File: src/rtl/sdram_arb_pkg.sv
// Shared types and default widths for the two-master SDRAM arbiter.
// Imported by the arbiter top and by its read-ID FIFO.
package sdram_arb_pkg;

    localparam int NUM_MASTERS  = 2;
    localparam int DEF_ADDR_W   = 25;
    localparam int DEF_DATA_W   = 32;
    localparam int DEF_BE_W     = DEF_DATA_W / 8;
    localparam int DEF_MAX_PEND = 8;

    typedef enum logic [1:0] {
        IDLE   = 2'd0,
        GRANT0 = 2'd1,
        GRANT1 = 2'd2
    } arb_state_t;

    typedef logic master_id_t;

    function automatic arb_state_t grant_state(input master_id_t id);
        return id ? GRANT1 : GRANT0;
    endfunction

endpackage

File: src/rtl/sdram_arb_id_fifo.sv
// In-order FIFO of master IDs for outstanding reads; the head names the
// master that owns the next read beat returned by the SDRAM controller.
module sdram_arb_id_fifo
    import sdram_arb_pkg::*;
#(
    parameter int DEPTH = DEF_MAX_PEND,
    localparam int PTR_W = $clog2(DEPTH),
    localparam int CNT_W = PTR_W + 1
) (
    input  logic             clk_clk,
    input  logic             reset_reset_n,
    input  logic             push,
    input  logic             pop,
    input  master_id_t       din,
    output master_id_t       dout,
    output logic             full,
    output logic             empty,
    output logic [CNT_W-1:0] count
);

    master_id_t       mem [DEPTH];
    logic [PTR_W-1:0] wr_ptr;
    logic [PTR_W-1:0] rd_ptr;
    logic             push_ok;
    logic             pop_ok;

    always_comb begin
        full    = (count == CNT_W'(DEPTH));
        empty   = (count == '0);
        push_ok = push && !full;
        pop_ok  = pop && !empty;
        dout    = mem[rd_ptr];
    end

    // DEPTH is a power of two, so the pointers wrap on their own.
    always_ff @(posedge clk_clk) begin
        if (!reset_reset_n) begin
            wr_ptr <= '0;
            rd_ptr <= '0;
            count  <= '0;
        end else begin
            if (push_ok) begin
                wr_ptr <= wr_ptr + PTR_W'(1);
            end
            if (pop_ok) begin
                rd_ptr <= rd_ptr + PTR_W'(1);
            end
            if (push_ok && !pop_ok) begin
                count <= count + CNT_W'(1);
            end else if (pop_ok && !push_ok) begin
                count <= count - CNT_W'(1);
            end
        end
    end

    always_ff @(posedge clk_clk) begin
        if (push_ok) begin
            mem[wr_ptr] <= din;
        end
    end

endmodule

File: src/rtl/sdram_arbiter.sv
// Round-robin arbiter letting the CPU data master (m0) and a hardware client
// (m1) share one Avalon-MM SDRAM slave; read beats return via an ID FIFO.
module sdram_arbiter
    import sdram_arb_pkg::*;
#(
    parameter int ADDR_W   = DEF_ADDR_W,
    parameter int DATA_W   = DEF_DATA_W,
    parameter int BE_W     = DEF_BE_W,
    parameter int MAX_PEND = DEF_MAX_PEND
) (
    input  logic                        clk_clk,
    input  logic                        reset_reset_n,
    input  logic [ADDR_W-1:0]           m0_address,
    input  logic                        m0_read,
    input  logic                        m0_write,
    input  logic [DATA_W-1:0]           m0_writedata,
    input  logic [BE_W-1:0]             m0_byteenable,
    output logic                        m0_waitrequest,
    output logic [DATA_W-1:0]           m0_readdata,
    output logic                        m0_readdatavalid,
    input  logic [ADDR_W-1:0]           m1_address,
    input  logic                        m1_read,
    input  logic                        m1_write,
    input  logic [DATA_W-1:0]           m1_writedata,
    input  logic [BE_W-1:0]             m1_byteenable,
    output logic                        m1_waitrequest,
    output logic [DATA_W-1:0]           m1_readdata,
    output logic                        m1_readdatavalid,
    output logic [ADDR_W-1:0]           s_address,
    output logic                        s_read,
    output logic                        s_write,
    output logic [DATA_W-1:0]           s_writedata,
    output logic [BE_W-1:0]             s_byteenable,
    input  logic                        s_waitrequest,
    input  logic [DATA_W-1:0]           s_readdata,
    input  logic                        s_readdatavalid,
    output logic [$clog2(MAX_PEND):0]   pend_count,
    output logic                        err_rdv_underflow,
    output arb_state_t                  arb_state
);

    arb_state_t state;
    master_id_t last_winner;
    master_id_t gnt_id;
    master_id_t fifo_dout;
    logic       fifo_full;
    logic       fifo_empty;
    logic       req0, req1, elig0, elig1;
    logic       granted, g_read, g_write, blocked, accept;

    // Handshake: a command is transferred on a cycle where s_read or s_write
    // is high and s_waitrequest is low; the granted master sees the same
    // waitrequest, the other master always sees 1.
    always_comb begin
        req0    = m0_read | m0_write;
        req1    = m1_read | m1_write;
        elig0   = req0 && !(m0_read && fifo_full);
        elig1   = req1 && !(m1_read && fifo_full);
        granted = (state != IDLE);
        gnt_id  = master_id_t'(state == GRANT1);

        g_read       = gnt_id ? m1_read       : m0_read;
        g_write      = gnt_id ? m1_write      : m0_write;
        s_address    = gnt_id ? m1_address    : m0_address;
        s_writedata  = gnt_id ? m1_writedata  : m0_writedata;
        s_byteenable = gnt_id ? m1_byteenable : m0_byteenable;

        // read+write together forwards only the read
        blocked = g_read && fifo_full;
        s_read  = granted && g_read && !fifo_full;
        s_write = granted && g_write && !g_read;
        accept  = (s_read || s_write) && !s_waitrequest;

        m0_waitrequest = (state == GRANT0) ? (s_waitrequest || blocked) : 1'b1;
        m1_waitrequest = (state == GRANT1) ? (s_waitrequest || blocked) : 1'b1;

        m0_readdata      = s_readdata;
        m1_readdata      = s_readdata;
        m0_readdatavalid = s_readdatavalid && !fifo_empty && (fifo_dout == 1'b0);
        m1_readdatavalid = s_readdatavalid && !fifo_empty && (fifo_dout == 1'b1);

        arb_state = state;
    end

    // Grant only moves on acceptance, so the command is stable under stall.
    always_ff @(posedge clk_clk) begin
        if (!reset_reset_n) begin
            state       <= IDLE;
            last_winner <= 1'b1;
        end else begin
            unique case (state)
                IDLE: begin
                    if (elig0 && elig1) begin
                        state <= last_winner ? GRANT0 : GRANT1;
                    end else if (elig0) begin
                        state <= GRANT0;
                    end else if (elig1) begin
                        state <= GRANT1;
                    end
                end
                GRANT0, GRANT1: begin
                    if (accept) begin
                        last_winner <= gnt_id;
                        if (gnt_id ? elig0 : elig1) begin
                            state <= grant_state(!gnt_id);
                        end else begin
                            state <= IDLE;
                        end
                    end else if (!(gnt_id ? req1 : req0)) begin
                        // a withdrawn request must not lock the slave port
                        state <= IDLE;
                    end
                end
                default: state <= IDLE;
            endcase
        end
    end

    always_ff @(posedge clk_clk) begin
        if (!reset_reset_n) begin
            err_rdv_underflow <= 1'b0;
        end else if (s_readdatavalid && fifo_empty) begin
            err_rdv_underflow <= 1'b1;
        end
    end

    sdram_arb_id_fifo #(
        .DEPTH (MAX_PEND)
    ) u_id_fifo (
        .clk_clk       (clk_clk),
        .reset_reset_n (reset_reset_n),
        .push          (accept && s_read),
        .pop           (s_readdatavalid),
        .din           (gnt_id),
        .dout          (fifo_dout),
        .full          (fifo_full),
        .empty         (fifo_empty),
        .count         (pend_count)
    );

endmodule

File: config.mk
export PLATFORM = sky130hd
export DESIGN_NAME = sdram_arbiter
export DESIGN_NICKNAME = d
export VERILOG_FILES = /design/src/rtl/sdram_arb_pkg.sv /design/src/rtl/sdram_arb_id_fifo.sv /design/src/rtl/sdram_arbiter.sv
export SDC_FILE = /design/constraint.sdc
export NUM_CORES = 1
export LEC_CHECK = 0
export CORE_AREA = 4 4 113 115
export DETAILED_ROUTE_END_ITERATION = 7
export DIE_AREA = 0 0 117 119
export PLACE_DENSITY = 0.68
export SYNTH_ARGS = -nofsm -noshare
export SYNTH_HDL_FRONTEND = slang
export SYNTH_SLANG_ARGS = --single-unit
export TNS_END_PERCENT = 10
File: constraint.sdc
create_clock -name clk_clk -period 5.2 [get_ports clk_clk]
set_input_delay 0.52 -clock clk_clk [delete_from_list [all_inputs] [get_ports clk_clk]]
set_output_delay 0.52 -clock clk_clk [all_outputs]
set_load 0.01 [all_outputs]
== Word-level counts from Yosys, hierarchy flattened ==
Memory sizes are Yosys's and may differ from the RTL's. A register that Yosys moved wholly into a read port is not among the register bits.
Cells that the tools add are included.

* Flip-flop bits (word level): 14
* Bits in latches: 0
* Bits in writable memories: 8
* ROM bits: 0
* Input bits: 162
* Output and inout port bits: 138
* Word-level logic and storage cells: 79
* Memories kept: 1

* $add $sub $neg: 4
* $mul: 0
* Divide/modulo/power cells: 0
* Magnitude comparators: 0
* Eq/ne operators: 5
* Shift operators: 0
* Multiplexer cells: 24
* Bitwise logic cells: 3
* Reductions and logical operators: 36

{| class="wikitable"
|+ Memory list
! memory !! depth !! bits a word !! read ports !! clocked after memory_dff !! write ports !! RTL line !! source
|-
| u_id_fifo.mem || 8 || 1 || 1 || 1 || 1 || sdram_arb_id_fifo.sv:21 || <nowiki>master_id_t mem [DEPTH];</nowiki>
|}

{| class="wikitable"
|+ Operators with widths
! operator !! number
|-
| 32-bit 2-to-1 mux || 1
|-
| 25-bit 2-to-1 mux || 1
|-
| 1-bit logical AND || 19
|-
| 2-bit 2-to-1 mux || 8
|-
| 4-bit 2-to-1 mux || 3
|-
| 1-bit zero test || 8
|-
| 1-bit 2-to-1 mux || 8
|-
| 3-bit by 1-bit adder with 3-bit output, second input constant || 2
|-
| 3-bit 2-to-1 mux || 2
|-
| 4-bit by 1-bit adder with 4-bit output, second input constant || 1
|-
| 4-bit == test, second input constant || 1
|-
| 4-bit zero test || 1
|-
| 4-bit != test, second input constant || 1
|-
| 2-bit case mux with 2 select lines || 1
|-
| 2-bit AND reduction || 2
|-
| 2-bit nonzero test || 2
|-
| 4-bit by 1-bit subtractor with 4-bit output, second input constant || 1
|-
| 3-bit != test, second input constant || 1
|-
| 2-bit by 1-bit == test with 1-bit output, second input constant || 1
|-
| 2-bit == test, second input constant || 1
|-
| 2-bit zero test || 1
|-
| 1-bit logical OR || 2
|-
| 1-bit bitwise OR || 2
|-
| 2-bit OR reduction || 1
|-
| 1-bit inverter || 1
|}

== Depth between registers and ports, before layout ==
* Depth in word-level cells: 12
* Mapped depth: 13
* Mapped depth without buffers: 12

== Cells and area by module ==
From an unflattened synthesis, not the netlist that was laid out.

* Cell total of the unflattened synthesis: 273
* Area total of the unflattened synthesis: 2656.3 µm²

{| class="wikitable"
|+ Modules (own cells, without submodules)
! module !! instances !! cells each !! area an instance (µm²) !! sequential area each (µm²)
|-
| sdram_arbiter || 1 || 189 || 1669.1 || 80.1
|-
| sdram_arb_id_fifo || 1 || 84 || 987.2 || 500.5
|}

== Worst setup path before layout ==
OpenSTA, ideal clock, no wires.

* Path kind: register to register
* Start point: register state[0] (netlist: arb_state[0])
* End point: register u_id_fifo.count[3]
* Setup time: 0.070 ns
* Arrival time: 2.786 ns
* Data required time: 5.130 ns
* Setup slack: 2.344 ns
* Stages on the path, launching flop included: 14
* Path buffers: 1
* Period minus slack after synthesis: 2.856 ns
* Cell sequence: dfxtp_1 > inv_1 > ha_1 > buf_2 > mux2i_1 > nor4_4 > ha_1 > inv_1 > ha_1 > a21o_1 > a21oi_1 > xnor2_1 > or3_1 > a21boi_1

* Cells in the longest elaborated chain, start to end: 11
* Elaborated cells on any way between the ends: 18
* Classes of those cells: eq/ne (1); mux (3); reduce/logical (14)

{| class="wikitable"
|+ RTL lines
! item !! RTL line !! source
|-
| from (decl) || sdram_arbiter.sv:42 || <nowiki>arb_state_t state;</nowiki>
|-
| from (signal assigned) || sdram_arbiter.sv:94 || <nowiki>state <= last_winner ? GRANT0 : GRANT1;</nowiki>
|-
| from (signal assigned) || sdram_arbiter.sv:105 || <nowiki>state <= grant_state(!gnt_id);</nowiki>
|-
| 2-bit == test (*) || sdram_arbiter.sv:60 || <nowiki>gnt_id = master_id_t'(state == GRANT1);</nowiki>
|-
| via gnt_id || sdram_arbiter.sv:44 || <nowiki>master_id_t gnt_id;</nowiki>
|-
| 1-bit 2-to-1 mux, on equally long branches || sdram_arbiter.sv:62, sdram_arbiter.sv:63 ||
|-
| 1-bit logical AND (tied with other cells) || sdram_arbiter.sv:70 || <nowiki>s_read = granted && g_read && !fifo_full;</nowiki>
|-
| 1-bit logical AND, on equally long branches || sdram_arbiter.sv:70, sdram_arbiter.sv:71 ||
|-
| 1-bit logical OR || sdram_arbiter.sv:72 || <nowiki>accept = (s_read || s_write) && !s_waitrequest;</nowiki>
|-
| 1-bit logical AND || sdram_arbiter.sv:72 ||
|-
| 1-bit logical AND (*) || sdram_arbiter.sv:132 || <nowiki>.push (accept && s_read),</nowiki>
|-
| 1-bit logical AND (*) || sdram_arb_id_fifo.sv:30 || <nowiki>push_ok = push && !full;</nowiki>
|-
| via u_id_fifo.push_ok || sdram_arb_id_fifo.sv:24 || <nowiki>logic push_ok;</nowiki>
|-
| 1-bit zero test || sdram_arb_id_fifo.sv:50 || <nowiki>end else if (pop_ok && !push_ok) begin</nowiki>
|-
| 1-bit logical AND || sdram_arb_id_fifo.sv:50 ||
|-
| 2-bit nonzero test (no source line) || - ||
|-
| to (signal assigned) || sdram_arb_id_fifo.sv:49 || <nowiki>count <= count + CNT_W'(1);</nowiki>
|-
| to (signal assigned) || sdram_arb_id_fifo.sv:51 || <nowiki>count <= count - CNT_W'(1);</nowiki>
|-
| to (decl) || sdram_arb_id_fifo.sv:18 || <nowiki>output logic [CNT_W-1:0] count</nowiki>
|}

Mark *: on every way through the listed nets, which the timed path passes. The rest lies on a longest branch.
A chain may end at the register's enable or synchronous reset.

== Worst setup path in the final report ==
* Start point: input m1_read
* End point: register u_id_fifo.count[3]

* Cells in the longest elaborated chain, start to end: 10
* Elaborated cells on any way between the ends: 14
* Classes of those cells: mux (2); reduce/logical (12)

{| class="wikitable"
|+ RTL lines
! item !! RTL line !! source
|-
| from (decl) || sdram_arbiter.sv:22 || <nowiki>input logic m1_read,</nowiki>
|-
| 1-bit 2-to-1 mux (*) || sdram_arbiter.sv:62 || <nowiki>g_read = gnt_id ? m1_read : m0_read;</nowiki>
|-
| 1-bit logical AND or 1-bit zero test (tied branches) || sdram_arbiter.sv:70, sdram_arbiter.sv:71 ||
|-
| 1-bit logical AND, on equally long branches || sdram_arbiter.sv:70, sdram_arbiter.sv:71 ||
|-
| 1-bit logical OR || sdram_arbiter.sv:72 ||
|-
| 1-bit logical AND || sdram_arbiter.sv:72 ||
|-
| 1-bit logical AND (*) || sdram_arbiter.sv:132 ||
|-
| 1-bit logical AND (*) || sdram_arb_id_fifo.sv:30 ||
|-
| via u_id_fifo.push_ok || sdram_arb_id_fifo.sv:24 ||
|-
| 1-bit zero test || sdram_arb_id_fifo.sv:50 ||
|-
| 1-bit logical AND || sdram_arb_id_fifo.sv:50 ||
|-
| 2-bit nonzero test (no source line) || - ||
|}

Marked as above.

==> results.toml <==
[die]
rows = 40
die_w_microns = 117
core_sq_um = 11800
ioPinCount = 300
die_h_microns = 119
start_util = 0.220
dieArea_sq_um = 13900

[power]
switching_share = 0.368
power.switching_w = 0.000555
pwr-share-clk = 0.113
intPower_w = 0.000954
seqPwrFrac = 0.199
power.leakage_nw = 1.56
powerDensity_nw_per_um2 = 345
ir_worst_vdd_v = 0.000131
comb_power_share = 0.688

[clocking]
clock_latency_ps = 260
postCtsSetupRepairBufs = 0
clockBufferDepth = 2
htree_levels = 1
root_buffer = "clkbuf_16"
clock-sinks = 25
cts.clk_slew.worst_paths_ps = 60
numCtsBuffers = 3
post_cts_resize_count = 0
tritoncts = "built"
hold_buffers = 0

[logic_synthesis]
syn-num-nets = 443
seq_area_frac_synth = 0.223
yosysWarnings = 0
synth-async-reset-ratio = 0
synth.area.top_cells = "mux2_2 26%, buf_4 18%, dfxtp_1 13%, edfxtp_1 9.2%, ha_1 4.3%"
syn_avg_cell_area_sq_um = 9.59
synth_top_cells_by_count = "64 x buf_4, 61 x mux2_2, 17 x dfxtp_1"
synth_most_common_cell = "buf_4"
syn-instance-count = 271
synth_seq_cells = 25
syn-cell-area_sq_um = 2600
yosysTopAreaCell = "mux2_2"
ys_types = 39
ys.flop_type = "dfxtp_1"
synth_edf_count = 8
synth_top_area_share = 0.264

[global_routing]
grt_pass1_wl_microns = 14600
grt_usage = 0.136
grt_max_degree = 78
grt_pass1_vias = 2448
antenna_found_initial = 0
grt_overflow = 0

[min_path]
holdCritPathClass = "reg -> reg"
min_from = "u_id_fifo.rd_ptr[2]$_SDFFE_PN0P_"
whs_path_depth = 2

[timing]
drv_slew = 0
max_freq_ghz = 0.310
finalHoldViolations = 0
setup_viol = 0
worst_pin_slew_ps = 912
post-route-period-util = 0.621
fin_crit_ps = 3230
rsz0062_at_grt = "no"
finalClockSkew_ps = 1.78
max_slew_margin = 0.392
fin_setup_tns_ps = 0

[routing]
remaining_drc_errors = 0
wl_met1_microns = 3870
met2_length_microns = 5110
via_per_inst = 4.27
drt_iter0_drc = 65
maxUsedRoutingLayer = "met4"
routed_wl_microns = 10000
dr.pass1.iters = 4
wl_met3_microns = 998
route.detailed.wl_per_inst_microns = 18.2
vias = 2350
final_antenna_net_count = 0

[cells_and_area]
num_antenna_cells = 0
drive_above_1_share = 0.184
fillers = 1205
stdcell_count = 550
fin_nets = 576
multi_input_area_sq_um = 1470
syn2layout_area_growth_pct = 68.3
seq_area_sq_um = 581

[worst_setup_path]
cp-end-kind = "flip-flop"
reg2reg_slack_ps = 2120
crit_start = "m1_read"
worstPathRequired_ps = 5390
path_class = "in -> reg"
worst_setup_path_start_kind = "input pin"
r2r_cells = 11
r2r-start = "arb_state[1]$_SDFFE_PN0P_"
cp.arrival_ps = 3420
worstPathMaxFanout = 9
r2r_end = "u_id_fifo.count[3]$_SDFFE_PN0P_"

[placement]
hpwl_microns = 8740
gp_congestion = 0.809
io_buffers = 203
placedCellCount = 546

[run_status]
status = "complete, no violations"

[run]
drv_cap = 0
-- cell usage in the layout, fill, tap and decap left out, types with 3 or more instances in the layout --
master / instances
a21oi_1: 6
and2_1: 5
o21ai_0: 5
nor2b_1: 7
nor3_1: 3
nor2_1: 15
mux2i_1: 7
clkdlybuf4s50_1: 203
inv_1: 5
nand2_1: 9
ha_1: 8
nand2b_1: 6
edfxtp_1: 8
xnor2_1: 4
dfxtp_1: 17
clkbuf_16: 3
mux2_2: 61
-- how the worst max path moves through the flow --
stage / cells past startpoint / end / slack, ps
2_1_floorplan: 13 / u_id_fifo.count[3]$_SDFFE_PN0P_ / 2340
3_3_place_gp: 11 / u_id_fifo.count[3]$_SDFFE_PN0P_ / 1970
3_5_place_dp: 11 / u_id_fifo.count[3]$_SDFFE_PN0P_ / 1760
4_1_cts: 11 / u_id_fifo.count[3]$_SDFFE_PN0P_ / 2000
5_1_grt: 11 / u_id_fifo.count[3]$_SDFFE_PN0P_ / 1830
6_report: 11 / u_id_fifo.count[3]$_SDFFE_PN0P_ / 1970
-- final cells by class --
cell class,instances,area share
multi-input cells,165,0.336
clock inverters,1,0.00114
well taps,147,0.0421
flip-flops and latches,25,0.133
inverters,5,0.00429
clock buffers,3,0.0172
repair buffers,204,0.466
-- routing by layer --
layer,vias to the layer above,GRT usage
met5,-,0
met4,0,0.0165
met3,5,0.0539
met2,151,0.240
met1,1053,0.159
li1,1141,-
-- stage by stage --
stage                     power, W  instance area, sq um   util  setup WS, ps  hold WS, ps
after global routing       0.00161                  4370  0.370          1830          530
after CTS                  0.00153                  4370  0.370          2000          495
after floorplan           0.000911                  2600      -          2340          456
after global placement     0.00133                  4290  0.363          1970          470
final                      0.00151                  4370  0.370          1970          494
after detailed placement   0.00135                  4290  0.363          1760          486
-- worst max-delay path, cell delays in order --
cell	delay (ps)
clkdlybuf4s50_1	650
mux2i_1	230
nor4_4	380
ha_1	280
inv_1	90
ha_1	280
a21o_1	180
a21oi_1	210
xnor2_1	110
or3_1	320
a21boi_1	170
-- cell families after synthesis --
logic type               Yosys count  synth area share
buffers and inverters             81             0.216
multiplexers                      70             0.309
adder cells (fa/ha/maj)           10            0.0510
AO/OA/AOI/OAI                     24            0.0597
AND/OR/NAND/NOR                   55             0.121
flip-flops                        25             0.223
XOR/XNOR                           6            0.0202
-- power groups by stage --
| stage | sequential (W) | combinational [W] | clock [W] |
|---|---|---|---|
| after floorplan | 0.000302 | 0.000609 | 0 |
| after global placement | 0.000301 | 0.00103 | 0 |
| after detailed placement | 0.000304 | 0.00104 | 0 |
| after CTS | 0.000300 | 0.00105 | 0.000174 |
| after global routing | 0.000307 | 0.00112 | 0.000184 |
| final | 0.000300 | 0.00104 | 0.000170 |
(Power assumes the default switching activity.)
